### src/rtl/text_dma_sched.sv
// Per-line glyph fetch sequencer: greeting ROM code point -> font ROM row -> one-hot sprite strobe.
// Define TEXT_DMA_STATS_EN to enable the saturating count of starts dropped while a sequence runs.
module text_dma_sched #(
  parameter int SPR_CNT      = 8,
  parameter int GREET_MSGS   = 32,
  parameter int GREET_LENGTH = 16,
  parameter int CPW          = 7,
  parameter int CP_START     = 'h20,
  parameter int FONT_GLYPHS  = 64,
  parameter int FONT_HEIGHT  = 8,
  parameter int FONT_WIDTH   = 8,
  localparam int MSG_W   = $clog2(GREET_MSGS),
  localparam int LINE_W  = $clog2(FONT_HEIGHT),
  localparam int TXT_AW  = $clog2(GREET_MSGS * GREET_LENGTH),
  localparam int FONT_AW = $clog2(FONT_GLYPHS * FONT_HEIGHT),
  localparam int IDX_W   = (SPR_CNT > 1) ? $clog2(SPR_CNT) : 1
) (
  input  logic                       video_clk_pix,
  input  logic                       rst_n,
  input  logic                       start,
  input  logic [MSG_W-1:0]           msg_sel,
  input  logic                       half,
  input  logic [SPR_CNT*LINE_W-1:0]  glyph_line,
  output logic [TXT_AW-1:0]          txt_addr,
  input  logic [CPW-1:0]             txt_data,
  output logic [FONT_AW-1:0]         font_addr,
  input  logic [FONT_WIDTH-1:0]      font_data,
  output logic [FONT_WIDTH-1:0]      spr_data,
  output logic [SPR_CNT-1:0]         spr_dma,
  output logic                       busy,
  output logic                       done,
  output logic [7:0]                 overrun_cnt
);

  typedef enum logic [1:0] {IDLE, FETCH, DRAIN, DONE} state_e;

  localparam logic [IDX_W-1:0] LAST_IDX = IDX_W'(SPR_CNT - 1);

  state_e                  state_q, state_d;
  logic [IDX_W-1:0]        cnt_q, cnt_d;
  logic [TXT_AW-1:0]       txt_addr_q, txt_addr_d;
  logic [FONT_AW-1:0]      font_addr_q, font_addr_d;
  logic                    vld_a_q, vld_a_d, vld_f_q, vld_f_d, vld_b_q, vld_b_d;
  logic [IDX_W-1:0]        idx_a_q, idx_a_d, idx_f_q, idx_f_d, idx_b_q, idx_b_d;
  logic [FONT_WIDTH-1:0]   spr_data_q, spr_data_d;
  logic [SPR_CNT-1:0]      spr_dma_q, spr_dma_d;
  logic                    busy_q, busy_d, done_q, done_d;
  logic [LINE_W-1:0]       gl_sel;
  int                      cp_val, glyph_idx;

  always_comb begin
    // NOTE: every signal written here gets its hold value first, so no path can infer a latch.
    state_d     = state_q;
    cnt_d       = cnt_q;
    txt_addr_d  = txt_addr_q;
    font_addr_d = font_addr_q;
    spr_dma_d   = '0;
    spr_data_d  = '0;

    unique case (state_q)
      IDLE: if (start) begin
        state_d    = FETCH;
        cnt_d      = '0;
        txt_addr_d = TXT_AW'(int'(msg_sel) * GREET_LENGTH + (half ? GREET_LENGTH / 2 : 0));
      end
      FETCH: if (cnt_q == LAST_IDX) begin
        state_d = DRAIN;
      end else begin
        cnt_d      = cnt_q + IDX_W'(1);
        txt_addr_d = txt_addr_q + TXT_AW'(1);
      end
      DRAIN: if (vld_b_q && idx_b_q == LAST_IDX) state_d = DONE;
      DONE:  state_d = IDLE;
      default: state_d = IDLE;
    endcase

    // Stage a: code point is on txt_data; translate it to a font row address.
    vld_a_d   = (state_q == FETCH);
    idx_a_d   = cnt_q;
    gl_sel    = glyph_line[int'(idx_a_q) * LINE_W +: LINE_W];
    cp_val    = int'(txt_data);
    glyph_idx = (cp_val >= CP_START && cp_val < CP_START + FONT_GLYPHS) ? cp_val - CP_START : 0;
    if (vld_a_q) font_addr_d = FONT_AW'(glyph_idx * FONT_HEIGHT + int'(gl_sel));

    vld_f_d = vld_a_q;
    idx_f_d = idx_a_q;
    vld_b_d = vld_f_q;
    idx_b_d = idx_f_q;

    // Stage b: glyph row is on font_data; hand it to the sprite it belongs to.
    if (vld_b_q) begin
      spr_dma_d[idx_b_q] = 1'b1;
      spr_data_d         = font_data;
    end

    busy_d = (state_d != IDLE);
    done_d = (state_q == DONE);
  end

  always_ff @(posedge video_clk_pix or negedge rst_n) begin
    if (!rst_n) begin
      state_q     <= IDLE;
      cnt_q       <= '0;
      txt_addr_q  <= '0;
      font_addr_q <= '0;
      vld_a_q     <= 1'b0;
      vld_f_q     <= 1'b0;
      vld_b_q     <= 1'b0;
      idx_a_q     <= '0;
      idx_f_q     <= '0;
      idx_b_q     <= '0;
      spr_data_q  <= '0;
      spr_dma_q   <= '0;
      busy_q      <= 1'b0;
      done_q      <= 1'b0;
    end else begin
      // NOTE: non-blocking so every flop samples the pre-edge values of the others.
      state_q     <= state_d;
      cnt_q       <= cnt_d;
      txt_addr_q  <= txt_addr_d;
      font_addr_q <= font_addr_d;
      vld_a_q     <= vld_a_d;
      vld_f_q     <= vld_f_d;
      vld_b_q     <= vld_b_d;
      idx_a_q     <= idx_a_d;
      idx_f_q     <= idx_f_d;
      idx_b_q     <= idx_b_d;
      spr_data_q  <= spr_data_d;
      spr_dma_q   <= spr_dma_d;
      busy_q      <= busy_d;
      done_q      <= done_d;
    end
  end

`ifdef TEXT_DMA_STATS_EN
  logic [7:0] overrun_q, overrun_d;

  always_comb begin
    overrun_d = overrun_q;
    if (start && state_q != IDLE && overrun_q != 8'hFF) overrun_d = overrun_q + 8'd1;
  end

  always_ff @(posedge video_clk_pix or negedge rst_n) begin
    if (!rst_n) overrun_q <= '0;
    else        overrun_q <= overrun_d;
  end

  assign overrun_cnt = overrun_q;
`else
  assign overrun_cnt = '0;
`endif

  assign txt_addr  = txt_addr_q;
  assign font_addr = font_addr_q;
  assign spr_data  = spr_data_q;
  assign spr_dma   = spr_dma_q;
  assign busy      = busy_q;
  assign done      = done_q;

endmodule

### config.mk
export PLATFORM = sky130hd
export DESIGN_NAME = text_dma_sched
export DESIGN_NICKNAME = d
export VERILOG_FILES = /design/src/rtl/text_dma_sched.sv
export SDC_FILE = /design/constraint.sdc
export NUM_CORES = 1
export LEC_CHECK = 0
export ABC_AREA = 1
export CAP_MARGIN = 20
export CORE_MARGIN = 10
export CORE_UTILIZATION = 40
export DETAILED_ROUTE_END_ITERATION = 6
export MAX_ROUTING_LAYER = met4
export PLACE_DENSITY = 0.74
export SLEW_MARGIN = 10
export SYNTH_ARGS = -nofsm -noshare
export SYNTH_HDL_FRONTEND = slang
export SYNTH_SLANG_ARGS = --single-unit
### constraint.sdc
create_clock -name video_clk_pix -period 1.9 [get_ports video_clk_pix]
set_clock_uncertainty 0.15 [all_clocks]
set_input_delay 0.38 -clock video_clk_pix [delete_from_list [all_inputs] [get_ports video_clk_pix]]
set_output_delay 0.38 -clock video_clk_pix [all_outputs]
set_load 0.01 [all_outputs]
## Word-level counts from Yosys, hierarchy flattened

Cells that the tools add are included.

| word-level totals | value |
|---|---|
| logic and storage cells | 55 |
| input bits | 48 |
| bits in registers | 53 |
| output and inout bits | 44 |

| cells by class | value |
|---|---|
| reductions and logical operators | 7 |
| $mul | 1 |
| equal/unequal tests | 7 |
| shifts and indexed selects | 1 |
| order comparisons | 4 |
| add/subtract/negate cells | 5 |
| multiplexer cells | 16 |

Operators by type and width:

| operator | count |
|---|---|
| $shiftx 24x6->3 | 1 |
| $add 9x4->9 | 2 |
| $mux 9 | 2 |
| $pmux 9 s2 | 1 |
| $mux 8 | 2 |
| $add 9x1->9 const B | 1 |
| $pmux 2 s4 | 1 |
| $ge 7x6->1 const B | 1 |
| $lt 7x7->1 const B | 1 |
| $eq 3x3->1 const B | 2 |
| $mux 2 | 3 |
| $mux 3 | 2 |
| $mux 6 | 1 |
| $pmux 3 s2 | 1 |
| $sub 6x6->6 const B | 1 |
| $mul 3x2->5 const B | 1 |
| $eq 2x2->1 const B | 2 |
| $lt 3x4->1 const B | 1 |
| $mux 4 | 1 |
| $ne 2x2->1 const B | 2 |
| $reduce_bool 2->1 | 2 |
| $add 3x1->3 const B | 1 |
| $demux 1 s3 | 1 |
| $ge 3x1->1 const B | 1 |
| other kinds (5) | 7 |

## Depth between registers and ports, before layout

Gate-level depths: netlist of the first run.

| logic depth | value |
|---|---|
| depth in word-level cells | 5 |
| depth in mapped cells | 10 |
| gate-level depth less buffers | 9 |

## Least setup slack after synthesis of the first run

OpenSTA, ideal clock, no wires.

| path | value |
|---|---|
| path kind | register -> register |
| start point | reg cnt_q[0] |
| end point | reg txt_addr_q[0], in the netlist txt_addr[0] |
| arrival time | 1325 ps |
| required time | 1618 ps |
| path buffers | 1 |
| library setup time | 132 ps |
| slack | 293 ps |
| clock period less this slack | 1607 ps |
| stages on the path, launching flop included | 10 |
| path through | dfrtp_1 > ha_1 > ha_1 > inv_1 > nand2_4 > nand2_4 > inv_2 > buf_6 > nand2_1 > o21ai_0 |

| on the way | value |
|---|---|
| word-level cells in the longest chain between the ends | 3 |

Ends and longest elaborated chain:

| element | RTL line | RTL |
|---|---|---|
| from (decl) | 40 | `logic [IDX_W-1:0] cnt_q, cnt_d;` |
| from (signal assigned) | 119 | `cnt_q <= cnt_d;` |
| $eq 3x3->1 | 66 | `FETCH: if (cnt_q == LAST_IDX) begin` |
| $ne 2x2->1 (no line) | n/a |  |
| $reduce_and 3->1 (no line) | n/a |  |
| to (signal assigned) | 120 | `txt_addr_q <= txt_addr_d;` |
| to (decl) | 41 | `logic [TXT_AW-1:0] txt_addr_q, txt_addr_d;` |

Every way passes these cells.
A chain may end at the register's enable or synchronous reset.

## Worst setup path after layout of the first run

| path | value |
|---|---|
| start point | reg txt_addr_q[7], in the netlist txt_addr[7] |
| end point | out txt_addr[7] |

RTL lines:

| element | RTL line | RTL |
|---|---|---|
| to (decl) | 24 | `output logic [TXT_AW-1:0] txt_addr,` |

No word-level cell between the ends.

==> impl_results.md, run 1 <==
* Outcome: completed
* Register area share after synthesis at 0.547
* Slew Limit Fails at 0
* Fillers at ~530
* Post-route cell area at approximately 3400 um^2
* FP Rows at 28
* Net Sw Power at ~1.8 mW
* Setup bufs post-CTS at 0
* Largest cells by area after synthesis: dfrtp_1, nand2_1, inv_1, nand3_1, nor2_1
* Die area at 9580 um^2
* Endpoints failing hold at 0
* CP cell instances: clkdlybuf4s50_1
* Hold Path Sink: idx_b_q[1]
* Clock Power Share at 0.156
* Crit path launch type: register
* Hold WC Path Type: register to register
* Max-cap violations at 0
* Buffers and inverters on the worst path at 1
* Vias in the first global route at a little over 2000
* Part of the cycle the worst path needs at 0.973
* Internal power at 2.88 mW
* I/O pins at 92
* Ys async rst share at 1.00
* Syn Area/Cell at around 8.1 um^2
* Via count at around 2100
* Unrepaired setup endpoints after global routing: false
* Layout cell share with drive strength beyond 1 at 0.0643
* Placed standard-cell area at around 3300 um^2
* FMAX at approximately 540 MHz
* CP Class: register to output pin
* Gate power share at 0.436
* Die height at between 90 and 100 um
* Synth area leader: dfrtp_1
* # DRC at 0
* Synth Flop Type: dfrtp_1
* Total number of H-tree levels at 2
* Nets at 440
* Final setup viols at 0
* Synth top cells by count: nand2_1, dfrtp_1, inv_1, nand3_1, nor2_1
* Initial Utilization at 0.410
* Synth Instances at 300
* CTS Buf Count at 5
* DP HPWL at 4600 um
* 1st-iter DRT viols at ~110
* WP data required at approximately 1.4 ns
* Vias per Instance at about 4.6
* Post-synth top area share at 0.547
* Largest stage delay on the critical path at between 0.5 and 0.6 ns
* Final WL at between 5000 and 6000 um
* Clk sinks at 53
* Minimum clock period at around 1.8 ns
* CTS tree: yes
* First drt pass iteration count at 5
* CORE AREA at just under 6000 um^2
* Post-synth EDFFs at 0
* GRT overflow at 0
* Number of routed nets with antenna violations at 0
* Reg2reg end: cnt_q[0]
* Post-Syn Area at about 2400 um^2
* Antenna violations before repair at 0
* Worst reg2reg startpoint: cnt_q[0]
* Worst path slowest cell: clkdlybuf4s50_1
* Worst path arrival time at 1.32 ns
* Clock root cell: clkbuf_8
* Syn-to-layout area delta at 42.1%
* Drt wl/cell at between 10 and 15 um
* Power per cell area at 1350 nW/um^2
* Gr usage total at 0.122
* N_diodes at 0
* R2R setup slack at ~0.12 ns
* Global-route wire length before repair at about 9700 um
* Worst skew pair latency at about 0.30 ns
* Number of synthesized register bits at 53
* VDD IR max at a little under 0.7 mV
* Warning count from the yosys run at 0
* Hold Path Depth at 0
* Reg2reg path depth at 9
* Hold path startpoint: idx_b_d[1]
* Clock slew at reported path FFs at 0.09 ns
* Top Family by Delay on Critical Path: buffers and inverters
* Flop pwr share at 0.407
* Sum Neg Setup Slack at 0 ns
* Distinct cells, synth at 23
* Most common cell in the netlist: nand2_1
* CP endpoint kind: output pin
* CTS Buffer Depth at 2
* Global placer's final weighted congestion at roughly 0.86
* Dpl cells at between 400 and 500
* Largest net degree at the start of global routing at 54
* IO buf count at 83
* Leak at approximately 1.8 nW
* Die Width at approximately 98 um
* Worst-path maximum fanout at 5
* Sw frac at 0.378
* Finished Layout Cells at 464
cell families (layout without fill, tap and decap cells):
group,Yosys count,count (layout),share of synthesized area
fa+ha+maj,3,3,0.0155
other cells,1,8,0.00155
xor+xnor,1,1,0.00361
flops,53,53,0.547
simple gates,164,164,0.283
compound gates,16,16,0.0361
buf+inv,62,144,0.113
flip-flops by register name, indices dropped and copies added (netlist names):
signal,count
txt_addr,9
vld_b_q,1
cnt_q,3
idx_a_q,3
done,1
font_addr,9
spr_data,8
state_q,2
idx_b_d,3
busy,1
vld_a_q,1
vld_b_d,1
spr_dma,8
idx_b_q,3
placed cells by master (no fill, tap or decap), types with 2 or more instances in the layout:
cell and n:
nor2_2 2, inv_1 45, conb_1 8, nor2_1 20, dfrtp_1 50, or2_2 2
o21ai_0 13, inv_2 2, clkbuf_8 5, clkdlybuf4s50_1 82, nand3_1 31, dfrtp_2 3
nand2_1 106, buf_4 4, ha_1 3, nand2_4 2
layer usage:
layer | vias to the layer above | track usage | wire length [um]
li1 | 1067 | - | -
met1 | 982 | 0.143 | 2520
met4 | 0 | 0.0302 | 38
met5 | - | - | 0
met3 | 4 | 0.0317 | 361
met2 | 62 | 0.205 | 2890
power groups by stage:
stage | registers, mW | clock network (mW) | logic [mW]
after floorplan | 1.91 | 0 | 1.11
after global placement | 1.90 | 0 | 2.00
after detailed placement | 1.91 | 0 | 2.05
after CTS | 1.88 | 0.750 | 2.06
after global routing | 1.96 | 0.777 | 2.31
final | 1.89 | 0.725 | 2.02
repair_timing:
action	CTS	global route
setup endpoints to repair	0	3
gates resized for setup	0	3
hold buffers	1	0
endpoints found under the hold margin	53	0
through the flow:
stage / hold WS (ns) / total power, mW / setup WS, ns / util
after floorplan: -0.0656 / 3.02 / 0.293 / -
after global placement: 0.184 / 3.90 / 0.195 / 0.562
after detailed placement: 0.185 / 3.96 / 0.0969 / 0.562
after CTS: 0.204 / 4.69 / 0.0106 / 0.581
after global routing: 0.214 / 5.05 / 0.00520 / 0.582
final: 0.198 / 4.64 / 0.0519 / 0.582
worst max path at each step:
| stage | from | to | depth (start not counted) |
|---|---|---|---|
| after floorplan | cnt_q[0] | txt_addr[0] | 9 |
| after global placement | cnt_q[0] | txt_addr[0] | 9 |
| after detailed placement | cnt_q[0] | txt_addr[0] | 9 |
| after CTS | txt_addr[0] | txt_addr[0] | 1 |
| after global routing | txt_addr[1] | txt_addr[1] | 1 |
| final | txt_addr[7] | txt_addr[7] | 1 |
final cells by class:
class                   count  area [um^2]  share of cell area
clock buffers               5         68.8              0.0200
clock inverters             2         35.0              0.0102
inverters                  48          180              0.0523
multi-input cells         192          851               0.247
flip-flops and latches     53         1330               0.386
well taps                  75         93.8              0.0272
repair buffers             89          886               0.257
Note: power is estimated with default switching activity, not from simulation.
==> inputs of run 2 (changes only) <==
CELL_PAD_IN_SITES_DETAIL_PLACEMENT = 1   (was not set)
CELL_PAD_IN_SITES_GLOBAL_PLACEMENT = 2   (was not set)
CORE_UTILIZATION = 24   (was 40)
PLACE_DENSITY = not set   (was 0.74)
PLACE_DENSITY_LB_ADDON = 0.1   (was not set)
REMOVE_ABC_BUFFERS = 1   (was not set)
==> run 2 against run 1 <==
Net effect: non-clock buffer count increased by 2; via count increased by 1.6%; register-to-register slack about the same; highest routed layer unchanged.
==> impl_results.md, run 2 (synthesized netlist as in run 1, its figures left out) <==
* PnR Total Power at 4.65 mW (+0.29%)
* CP Class: register to output pin
* Die height at 121 um (+23%)
* Outcome: completed
* VDD IR max at 0.401 mV (-41%)
* Commonest non-fill, non-tap cells in the layout: nand2_1, clkdlybuf4s50_1, dfrtp_1
* Gr usage total at 0.0998 (-0.0227)
* Max-cap violations at 0 (unchanged)
* Clock slew at reported path FFs at 0.10 ns (about the same)
* Worst path slowest cell: clkdlybuf4s50_1
* Worst-path maximum fanout at 5 (unchanged)
* Number of routed nets with antenna violations at 0 (unchanged)
* R2R setup slack at 0.13 ns (about the same)
* Clock root cell: clkbuf_8
* # DRC at 0 (unchanged)
* Sum Neg Setup Slack at 0 ns (unchanged)
* Syn-to-layout area delta at 45.2%
* Drt wl/cell at 13.3 um (+5.9%)
* FP Rows at 36 (+29%)
* Largest net degree at the start of global routing at 54 (unchanged)
* Worst reg2reg startpoint: cnt_q[0]
* Pre-CTS setup slack at 0.0579 ns (-0.0390 ns)
* DP HPWL at 5470 um (+19%)
* Die area at 14500 um^2 (+52%)
* CTS tree: yes
* Initial Utilization at 0.247 (-0.163)
* Dpl cells at 516 (+13%)
* WP data required at 1.37 ns (about the same)
* Worst Slack Setup Final at 0.0731 ns (+0.0212 ns)
* Global placer's final weighted congestion at 0.734 (-15%)
* Global-route wire length before repair at 11600 um (+19%)
* Antenna violations before repair at 0 (unchanged)
* GRT overflow at 0 (unchanged)
* Vias per Instance at 4.09 (-10%)
* Endpoints failing hold at 0 (unchanged)
* Nets at 442 (+0.45%)
* FMAX at 547 MHz (+1.2%)
* Unrepaired setup endpoints after global routing: false
* IO buf count at 83 (unchanged)
* Minimum clock period at 1.83 ns (-0.0212 ns)
* Most common cell after layout, fill and taps aside: nand2_1
* Total number of H-tree levels at 2 (unchanged)
* Via count at 2148 (+1.6%)
* N_diodes at 0 (unchanged)
* Largest stage delay on the critical path at 0.57 ns (about the same)
* Clk sinks at 53 (unchanged)
* Worst skew pair latency at 0.30 ns (about the same)
* Leak at 1.75 nW (-0.51%)
* Layout cell share with drive strength beyond 1 at 0.0765 (+0.0123)
* Die Width at 121 um (+23%)
* Reg2reg end: txt_addr[8]
* Reg2reg path depth at 10 (+1)
* Finished Layout Cells at 525 (+13%)
* Top Family by Delay on Critical Path: buffers and inverters
* CP cell instances: clkdlybuf4s50_1
* Crit path launch type: register
* CTS Buffer Depth at 2 (unchanged)
* First drt pass iteration count at 4 (-1)
* Vias in the first global route at 2301 (+13%)
* Post-route cell area at 3520 um^2 (+2.2%)
* Placed standard-cell area at 3410 um^2 (+2.6%)
* CTS Buf Count at 5 (unchanged)
* Critical path depth in cells at 1 (unchanged)
* Slew Limit Fails at 0 (unchanged)
* CP endpoint kind: output pin
* Part of the cycle the worst path needs at 0.962 (-0.0112)
* Buffers and inverters on the worst path at 1 (unchanged)
* Worst path arrival time at 1.30 ns (-0.02 ns)
* I/O pins at 92 (unchanged)
* Crit. Startpoint: txt_addr[7]
* Final WL at 6960 um (+20%)
* Final setup viols at 0 (unchanged)
* 1st-iter DRT viols at 57 (-48%)
* Power per cell area at 1320 nW/um^2 (-1.9%)
* Hold WC Path Type: register to register
* CORE AREA at 9820 um^2 (+66%)
* Critical Path End: txt_addr[7]
run 2: cell count changes in the layout (fill, tap and decap cells not counted):
cell        change
clkinv_2        -1
inv_1           -1
clkinvlp_4      +3
dfrtp_2         +1
bufinv_16       -1
buf_4           +2
inv_2           +1
dfrtp_1         -1
run 2: worst min-delay path by stage:
stage,from,endpoint,slack (ns),depth (start not counted)
after floorplan,rst_n,busy,-0.07,0
after global placement,vld_b_d,vld_b_q,0.18,0
after detailed placement,idx_b_d[0],idx_b_q[0],0.19,0
after CTS,idx_b_d[0],idx_b_q[0],0.19,0
after global routing,vld_b_d,vld_b_q,0.21,0
final,vld_b_d,vld_b_q,0.19,0
run 2: report_power, final:
part           total (mW)  internal [mW]  switching [mW]  leakage [nW]
clock network       0.634          0.259           0.375        0.0364
logic                2.15          0.991            1.16          1.04
registers            1.87           1.54           0.331         0.676
total                4.65           2.79            1.86          1.75
run 2: timing repair:
action | 4_1_cts | 5_1_grt
gates cloned | 0 | 0
hold buffers | 1 | 0
buffers inserted | 0 | 0
endpoints found under the setup margin | 1 | 8
hold endpoints to repair | 53 | 0
gates resized for setup | 1 | 4
run 2: per-layer routing:
metal  GRT usage  wire length [um]
met3      0.0209               310
met2       0.163              3320
met5           -                 0
met4      0.0339                76
met1       0.120              3260
run 2: area by class of cell:
| class | instances | area (um^2) |
|---|---|---|
| clock buffers | 5 | 68.8 |
| clock inverters | 3 | 22.5 |
| fillers | 1224 | 6300 |
| inverters | 48 | 180 |
| multi-input cells | 192 | 851 |
| flip-flops and latches | 53 | 1330 |
| well taps | 133 | 166 |
| repair buffers | 91 | 901 |
run 2: stage by stage:
step | hold WS (ns) | util
CTS | 0.194 | 0.358
global placement | 0.185 | 0.348
finish | 0.192 | 0.359
detailed placement | 0.187 | 0.348
global route | 0.211 | 0.359
floorplan | -0.0656 | -
